File: config.mk
export PLATFORM = sky130hd
export DESIGN_NAME = boa_peri_bridge_flat
export DESIGN_NICKNAME = d
export VERILOG_FILES = /design/src/rtl/boa_peri_pkg.sv /design/src/rtl/boa_mem_bus.sv /design/src/rtl/boa_peri_watchdog.sv /design/src/rtl/boa_peri_bridge.sv /design/src/flat_wrapper.sv
export SDC_FILE = /design/constraint.sdc
export NUM_CORES = 1
export LEC_CHECK = 0
export CAP_MARGIN = 20
export CORE_AREA = 2 2 110 112
export DETAILED_ROUTE_END_ITERATION = 10
export DIE_AREA = 0 0 112 114
export PLACE_DENSITY = 0.76
export RECOVER_POWER = 100
export SLEW_MARGIN = 30
export SYNTH_ARGS = -nofsm -noshare
export SYNTH_HDL_FRONTEND = slang
export SYNTH_SLANG_ARGS = --single-unit
File: constraint.sdc
create_clock -name clk -period 1.7 [get_ports clk]
set_input_delay 0.425 -clock clk [delete_from_list [all_inputs] [get_ports clk]]
set_output_delay 0.425 -clock clk [all_outputs]
set_load 0.005 [all_outputs]
File: src/rtl/boa_peri_pkg.sv
// Shared types and constants for the CPU-to-peripheral MMIO bridge.
package boa_peri_pkg;

  localparam int ALEN = 32;

  localparam logic [31:0] ERR_WORD_DEF = 32'hFFFF_FFFF;

  typedef enum logic [1:0] {
    IDLE = 2'd0,
    REQ  = 2'd1,
    DATA = 2'd2,
    RESP = 2'd3
  } state_t;

endpackage

File: src/rtl/boa_mem_bus.sv
// Word-addressed memory bus with byte write mask and single-cycle ready.
interface boa_mem_bus;
  import boa_peri_pkg::*;

  logic [ALEN-1:2] addr;
  logic            re;
  logic [3:0]      we;
  logic [31:0]     wdata;
  logic [31:0]     rdata;
  logic            ready;

  modport MEM (
    input  addr, re, we, wdata,
    output rdata, ready
  );

  modport CPU (
    output addr, re, we, wdata,
    input  rdata, ready
  );

endinterface

File: src/rtl/boa_peri_watchdog.sv
// Cycle counter for peripheral waits; used when BOA_PERI_TIMEOUT_EN is set.
module boa_peri_watchdog (
  input  logic        clk,
  input  logic        rst,
  input  logic        run,
  input  logic [15:0] limit,
  output logic        expired
);

  logic [15:0] cnt_q;

  always_ff @(posedge clk or negedge rst) begin
    if (!rst) begin
      cnt_q <= '0;
    end else begin
      cnt_q <= run ? cnt_q + 16'd1 : '0;
    end
  end

  // Fires on the limit-th consecutive run cycle.
  assign expired = run && (cnt_q == limit - 16'd1);

endmodule

File: src/rtl/boa_peri_bridge.sv
// CPU-to-peripheral bridge: latches a request, replays it on the peri bus.
// Optional wait timeout enabled by defining BOA_PERI_TIMEOUT_EN.
module boa_peri_bridge
  import boa_peri_pkg::*;
#(
  parameter int unsigned TIMEOUT  = 255,
  parameter logic [31:0] ERR_WORD = ERR_WORD_DEF
) (
  input  logic    clk,
  input  logic    rst,
  boa_mem_bus.MEM cpu,
  boa_mem_bus.CPU peri,
  output logic    timeout_err
);

  if (TIMEOUT == 0 || TIMEOUT > 65535) begin : g_bad_timeout
    $error("boa_peri_bridge: TIMEOUT out of range");
  end

  state_t          state_q;
  state_t          state_d;
  logic [ALEN-1:2] addr_q;
  logic            re_q;
  logic [3:0]      we_q;
  logic [31:0]     wdata_q;
  logic [31:0]     rdata_q;
  logic            take;
  logic            abort;
  logic            in_req;
  logic            expired;

  assign in_req = (state_q == REQ);

  always_comb begin
    state_d = state_q;
    take    = 1'b0;
    abort   = 1'b0;
    unique case (state_q)
      IDLE: begin
        if (cpu.re || |cpu.we) begin
          take    = 1'b1;
          state_d = REQ;
        end
      end
      REQ: begin
        if (peri.ready) begin
          state_d = DATA;
        end else if (expired) begin
          abort   = 1'b1;
          state_d = RESP;
        end
      end
      DATA:    state_d = RESP;
      RESP:    state_d = IDLE;
      default: state_d = IDLE;
    endcase
  end

  always_ff @(posedge clk or negedge rst) begin
    if (!rst) begin
      state_q <= IDLE;
      addr_q  <= '0;
      re_q    <= 1'b0;
      we_q    <= '0;
      wdata_q <= '0;
      rdata_q <= '0;
    end else begin
      state_q <= state_d;
      if (take) begin
        addr_q  <= cpu.addr;
        re_q    <= cpu.re;
        we_q    <= cpu.we;
        wdata_q <= cpu.wdata;
      end
      // Write-only transfers report zero.
      if (state_q == DATA) begin
        rdata_q <= re_q ? peri.rdata : '0;
      end else if (abort) begin
        rdata_q <= re_q ? ERR_WORD : '0;
      end
    end
  end

  assign cpu.ready  = (state_q == RESP);
  assign cpu.rdata  = cpu.ready ? rdata_q : '0;
  assign peri.addr  = addr_q;
  assign peri.wdata = wdata_q;
  assign peri.re    = in_req & re_q;
  assign peri.we    = in_req ? we_q : 4'b0000;

`ifdef BOA_PERI_TIMEOUT_EN
  boa_peri_watchdog u_wdog (
    .clk     (clk),
    .rst     (rst),
    .run     (in_req),
    .limit   (16'(TIMEOUT)),
    .expired (expired)
  );

  always_ff @(posedge clk or negedge rst) begin
    if (!rst) begin
      timeout_err <= 1'b0;
    end else begin
      timeout_err <= abort;
    end
  end
`else
  assign expired     = 1'b0;
  assign timeout_err = 1'b0;
`endif

endmodule
File: src/flat_wrapper.sv
// flat-port wrapper written by rule: the top's interface ports become plain ports
module boa_peri_bridge_flat import boa_peri_pkg::*;
#(
  parameter int unsigned TIMEOUT  = 255,
  parameter logic [31:0] ERR_WORD = ERR_WORD_DEF
)
  (clk, rst, timeout_err, cpu_addr, cpu_re, cpu_we, cpu_wdata, cpu_rdata, cpu_ready, peri_addr, peri_re, peri_we, peri_wdata, peri_rdata, peri_ready);
  boa_mem_bus cpu_i ();
  boa_mem_bus peri_i ();
  input  logic clk;
  input  logic rst;
  output logic timeout_err;
  input wire logic [$bits(cpu_i.addr)-1:0] cpu_addr;
  input wire logic [$bits(cpu_i.re)-1:0] cpu_re;
  input wire logic [$bits(cpu_i.we)-1:0] cpu_we;
  input wire logic [$bits(cpu_i.wdata)-1:0] cpu_wdata;
  output wire logic [$bits(cpu_i.rdata)-1:0] cpu_rdata;
  output wire logic [$bits(cpu_i.ready)-1:0] cpu_ready;
  output wire logic [$bits(peri_i.addr)-1:0] peri_addr;
  output wire logic [$bits(peri_i.re)-1:0] peri_re;
  output wire logic [$bits(peri_i.we)-1:0] peri_we;
  output wire logic [$bits(peri_i.wdata)-1:0] peri_wdata;
  input wire logic [$bits(peri_i.rdata)-1:0] peri_rdata;
  input wire logic [$bits(peri_i.ready)-1:0] peri_ready;
  assign cpu_i.addr = cpu_addr;
  assign cpu_i.re = cpu_re;
  assign cpu_i.we = cpu_we;
  assign cpu_i.wdata = cpu_wdata;
  assign cpu_rdata = cpu_i.rdata;
  assign cpu_ready = cpu_i.ready;
  assign peri_addr = peri_i.addr;
  assign peri_re = peri_i.re;
  assign peri_we = peri_i.we;
  assign peri_wdata = peri_i.wdata;
  assign peri_i.rdata = peri_rdata;
  assign peri_i.ready = peri_ready;
  boa_peri_bridge #(.TIMEOUT(TIMEOUT), .ERR_WORD(ERR_WORD)) u_core (.clk(clk), .rst(rst), .cpu(cpu_i), .peri(peri_i), .timeout_err(timeout_err));
endmodule
* After elaboration in Yosys (flattened, before gate mapping)
Index checks and enable logic that the tools add are counted.
** Cells by class
- Eq/ne operators :: 5
- Reduce and logical (&&, ||, !) cells :: 4
- Bitwise logic cells :: 1
- Muxes and demuxes :: 9
** Operator list (number)
- 32-bit 2-to-1 mux :: 3
- 2-bit one-hot mux with 4 select lines :: 1
- 2-bit == test, second input constant :: 2
- 2-bit 2-to-1 mux :: 2
- 4-bit 2-to-1 mux :: 1
- 4-bit OR reduction :: 1
- 2-bit by 1-bit == test with 1-bit output, second input constant :: 1
- 2-bit zero test :: 1
- 1-bit 2-to-1 mux :: 2
- 2-bit by 1-bit != test with 1-bit output, second input constant :: 1
- 2-bit != test, second input constant :: 1
- 2-bit AND reduction :: 1
- 1-bit AND :: 1
- 1-bit logical OR :: 1
** Word-level totals
- Output and inout port bits :: 101
- Bits of input ports :: 102
- Register bits after elaboration :: 101

* Longest topological paths before layout
- Word-level depth :: 4
- Depth in mapped cells :: 6
- Depth with buffers taken out :: 5

* Worst setup path after synthesis
Ideal clock, no wire load.
- Path kind :: input to register
- Start :: input port cpu_we[1]
- End :: register u_core.addr_q, in the netlist u_core.peri.addr[21]
- Arrival time :: 1.578 ns
- Setup time :: 0.127 ns
- Buffers on the path :: 2
- Cell stages on the path :: 5
- Slack :: -0.005 ns
- Path through :: or3_4 > o21ai_4 > buf_6 > buf_6 > mux2_1
** Between the ends
- Longest elaborated chain between the ends :: 4
** RTL lines
- start: declaration :: line flat_wrapper.sv:15 : input wire logic [$bits(cpu_i.we)-1:0] cpu_we;
- 4-bit OR reduction :: line boa_peri_bridge.sv:40 : if (cpu.re || |cpu.we) begin
- 1-bit logical OR :: line boa_peri_bridge.sv:40
- 1-bit 2-to-1 mux :: line boa_peri_bridge.sv:40
- 1-bit 2-to-1 mux :: line boa_peri_bridge.sv:38 : unique case (state_q)
- end signal: assignment :: line boa_peri_bridge.sv:70 : addr_q <= cpu.addr;
- end: declaration :: line boa_peri_bridge.sv:22 : logic [ALEN-1:2] addr_q;
Every way passes these cells.
A chain may end at the register's enable or synchronous reset.

* Worst setup path in the final report
- Start :: register u_core.state_q[1]
- End :: output port cpu_rdata[31]
** Between the ends
- Longest elaborated chain between the ends :: 2
** RTL lines
- start: declaration :: line boa_peri_bridge.sv:20 : state_t state_q;
- start signal: assignment :: line boa_peri_bridge.sv:68 : state_q <= state_d;
- 2-bit == test :: line boa_peri_bridge.sv:84 : assign cpu.ready = (state_q == RESP);
- 32-bit 2-to-1 mux :: line boa_peri_bridge.sv:85 : assign cpu.rdata = cpu.ready ? rdata_q : '0;
- end: declaration :: line flat_wrapper.sv:17 : output wire logic [$bits(cpu_i.rdata)-1:0] cpu_rdata;
Every way passes these cells.

==> results.md <==
Clocking:
- Counting every sink on the clock net gives approximately 100.
- The H-tree depth is 3.
- The longest clock path from root to sink contains 2 buffers.
- The clock edge transition at the registers on the reported setup and hold paths is ~70 ps.
- The clock tree root buffer cell is clkbuf_16.
- The latest clock arrival within the worst-skew pair is 330 ps.
- The total CTS buffers is 9.
- The clock tree from TritonCTS is done.

Synth:
- The share of synthesized area in the top cell type comes to 59.9%.
- The net count of the mapped netlist is between 400 and 500.
- Of all cell types, the one taking the most synthesized area is dfrtp_1.
- The count of flip-flops with a built-in enable after synthesis is 0.
- The post-synthesis sequential area ratio is 59.9%.
- After synthesis the cells add up to 4220 µm².
- Yosys instantiated no cell more often than dfrtp_1.
- In the synthesized netlist, the cells that appear most often are 101 x dfrtp_1, 38 x mux2_2, 37 x and2_1.
- By area the synthesized netlist is led by dfrtp_1 60%, mux2_2 10%, mux2_1 6.7%.
- The cell count after synthesis came out at 340.
- The most instantiated flip-flop cell in the synthesis netlist is dfrtp_1.
- The mean cell area of the mapped netlist is 12.4 µm².
- Yosys printed 0 warnings.
- The number of different library cells in the post-synthesis netlist is 20.
- The fraction of registers with async set or reset after synthesis is 100%.
- Counting flops and latches in the post-synthesis netlist gives between 100 and 150.

Floorplanning:
- The die is 114 µm tall.
- The initial core utilization is 36.0%.
- The floorplan has 40 rows.
- The full die area is 12800 µm².
- The number of placed I/O pins is 203.
- The horizontal extent of the die is around 110 µm.
- The placeable core area is 11700 µm².

Global route:
- The pin count of the biggest net entering global routing is 102.
- The first global-routing pass estimated between 15000 and 20000 µm of wire.
- The total routing resource utilization after global routing is 19.1%.
- The number of global-route vias before repair was 3687.
- Global routing finished with a remaining overflow of 0.
- The number of antenna violations at the first check in global routing was 0.

Finish:
- The core utilization of the finished layout is 61.9%.
- For this run, the post-layout net count is 675.
- The final non-filler cell total is 720.
- The layout has 958 filler cells.
- The synthesis-to-layout area growth is 71.7%.
- 0 antenna diodes ended up in the layout.
- The register area is 2530 µm².
- The layout cell share with drive strength beyond 1 is about 29%.
- Summing all multi-input logic gate instances after layout gives 1560 µm².

Power:
- The total internal power is 8.68 mW.
- The switching power is 3.77 mW.
- The total power draw is between 10 and 15 mW.
- The analysis attributes to cell leakage a power of ~3.2 nW.
- Per report_power, the clock group accounts for 15.4% of the total.
- The share of power burned in registers is 32.5%.
- In this run the power density over the cells is between 1500 and 2000 nW/µm².
- The combinational group share of total power is a little over half.
- The largest voltage drop on the vdd net is 0.928 mV.
- The switching portion of total power is 30.3%.

Routing:
- The final layout contains routed wiring with a total length of roughly 12000 µm.
- The number of remaining DRC errors is 0.
- The pre-antenna-repair detailed-routing pass consisted of 4 iterations.
- In the final routed layout, each cell accounts on average for 17.0 µm.
- The initial DRC count is 120.
- The remaining antenna violation count after routing is 0.
- For this block, the via count after detailed routing is approximately 3.4k.
- In the routed layout, each cell is associated on average with a via count of around 4.7.

Placement:
- The count of port buffers added during placement is between 200 and 250.
- At the placement stage, the worst setup path has a slack of -532 ps.
- The congestion estimate from routability-driven global placement came to 0.739.
- The number of placed instances, taps included, is 680.
- The post-detailed-placement half-perimeter wirelength is approximately 7600 µm.

Setup path:
- The endpoint arrival time on the critical path is 1530 ps.
- The worst path buffer plus inverter count is 4.
- The slowest stage of the critical path is the dfrtp_1 cell.
- The start-to-end type of the worst setup path is flip-flop to primary output.
- The kind of cell with the highest combined delay along the critical path is buffers and inverters.
- The critical path goes through ha_4 > buf_6 > buf_6 > buf_16 > and2_4 > buf_6.
- In this design, the stage delay of the slowest critical-path cell is about 420 ps.
- The worst setup path is launched from a flip-flop.
- At the worst endpoint, the required time is 1270 ps.
- Among the stages of the critical path, the cell type that occurs most often is buf_6.
- STA classifies the critical path endpoint as a primary output.
- The highest fanout seen on the critical path is 4.

Timing:
- The clock arrives with 4.63 ps of skew.
- The max-slew violation count came to 0.
- Setup violations remaining at the end of the flow were counted as 93.
- The slack of the critical path is -255 ps.
- The count of final hold-check violations is 0.
- Setup repair after global routing could not meet its margin everywhere.
- The final total negative setup slack is -11760 ps.
- The final clock period utilization by the worst path is 115%.
- The slew at the pin closest to its max-slew limit is between 1000 and 1500 ps.
- The relative max-transition margin is ~7.6%.
- Derived from the worst setup path, the maximum achievable clock frequency is a little over 0.5 GHz.
- The routed design could run at a clock period as short as approximately 2000 ps.

Run status:
- The checks that failed: setup timing.
- The flow ran to the end, but the final reports show violations.

Hold path:
- The min-delay analysis places its worst path in the category input port to flip-flop.

Flow run:
- The tool flagged a number of max-cap violations equal to 0.
## cells in the final DEF, fill, tap and decap left out, types with 2 or more instances in the layout
cell             instances
mux2_4                   2
and2_4                  31
and2_1                   6
clkbuf_4                 2
mux2_1                  24
ha_4                     3
buf_4                   16
buf_16                   4
clkbuf_16                9
nand3_1                 32
clkdlybuf4s50_1        156
buf_2                    3
bufbuf_16                4
dfrtp_1                101
clkinv_2                 2
inv_1                   35
buf_12                   3
buf_6                   40
dlygate4sd2_1            8
a22o_1                   5
o21ai_0                 32
mux2_2                  37
## state kept, by name, summed over array words and instances, names as in the netlist
signal / count
u_core.peri.addr: 30
u_core.peri.wdata: 32
u_core.rdata_q: 32
u_core.re_q: 1
u_core.state_q: 2
u_core.we_q: 4
## power groups by stage
stage	clock network (mW)	registers, mW	logic, mW
final	1.92	4.04	6.49
after global routing	2.11	4.19	6.98
after CTS	1.99	4.04	6.55
after detailed placement	0	4.06	5.11
after global placement	0	4.00	4.96
after floorplan	0	4.04	2.27
## final cells by class
class / count / share of cell area, %
Tap cell: 147 / 2.54
Clock inverter: 5 / 0.484
Sequential cell: 101 / 34.9
Clock buffer: 11 / 3.35
Multi-Input combinational cell: 181 / 21.5
Inverter: 36 / 1.90
Timing Repair Buffer: 239 / 35.4
## routing by layer
| metal | track usage [%] | up-vias | part of all wire, % |
|---|---|---|---|
| met4 | 5.53 | 0 | 0.87 |
| met1 | 24.2 | 1643 | 43 |
| li1 | - | 1591 | - |
| met2 | 33.5 | 116 | 50 |
| met5 | 0 | - | 0 |
| met3 | 3.99 | 10 | 5.5 |
## timing repair
action,4_1_cts,5_1_grt
hold buffers,0,0
pin swaps,5,1
gates cloned,9,1
buffers inserted,15,1
setup endpoints to repair,103,109
gates resized for setup,225,10
## through the flow
stage | instance area (µm²) | hold slack, ps
detailed placement | 6450 | 474
CTS | 7250 | 165
floorplan | 4220 | 129
finish | 7250 | 485
global placement | 6450 | 473
global route | 7250 | 494
## worst paths after layout
kind	startpoint	end	slack (ps)	cells past startpoint
worst min-delay path	cpu_we[3]	u_core.we_q[3]$_DFFE_PN0P_	490	2
worst max-delay path	u_core.state_q[1]$_DFFE_PN0P_	cpu_rdata[31]	-250	6
min in group asynchronous	rst	u_core.peri.wdata[2]$_DFFE_PN0P_	530	2
worst max register to register	u_core.state_q[1]$_DFFE_PN0P_	u_core.peri.addr[13]$_DFFE_PN0P_	-120	8
worst min register to register	u_core.peri.addr[30]$_DFFE_PN0P_	u_core.peri.addr[30]$_DFFE_PN0P_	490	1
max in group asynchronous	rst	u_core.peri.wdata[28]$_DFFE_PN0P_	300	2
## cell families (layout without fill, tap and decap cells)
logic type	after synthesis	count (layout)	synth area share (%)
simple gates	72	72	9.79
fa+ha+maj	5	5	1.48
mux	64	64	17.1
flops	101	101	59.9
other cells	1	1	0.0889
buf+inv	58	291	6.23
compound gates	39	39	5.46
Note: power is estimated with default switching activity, not from simulation.
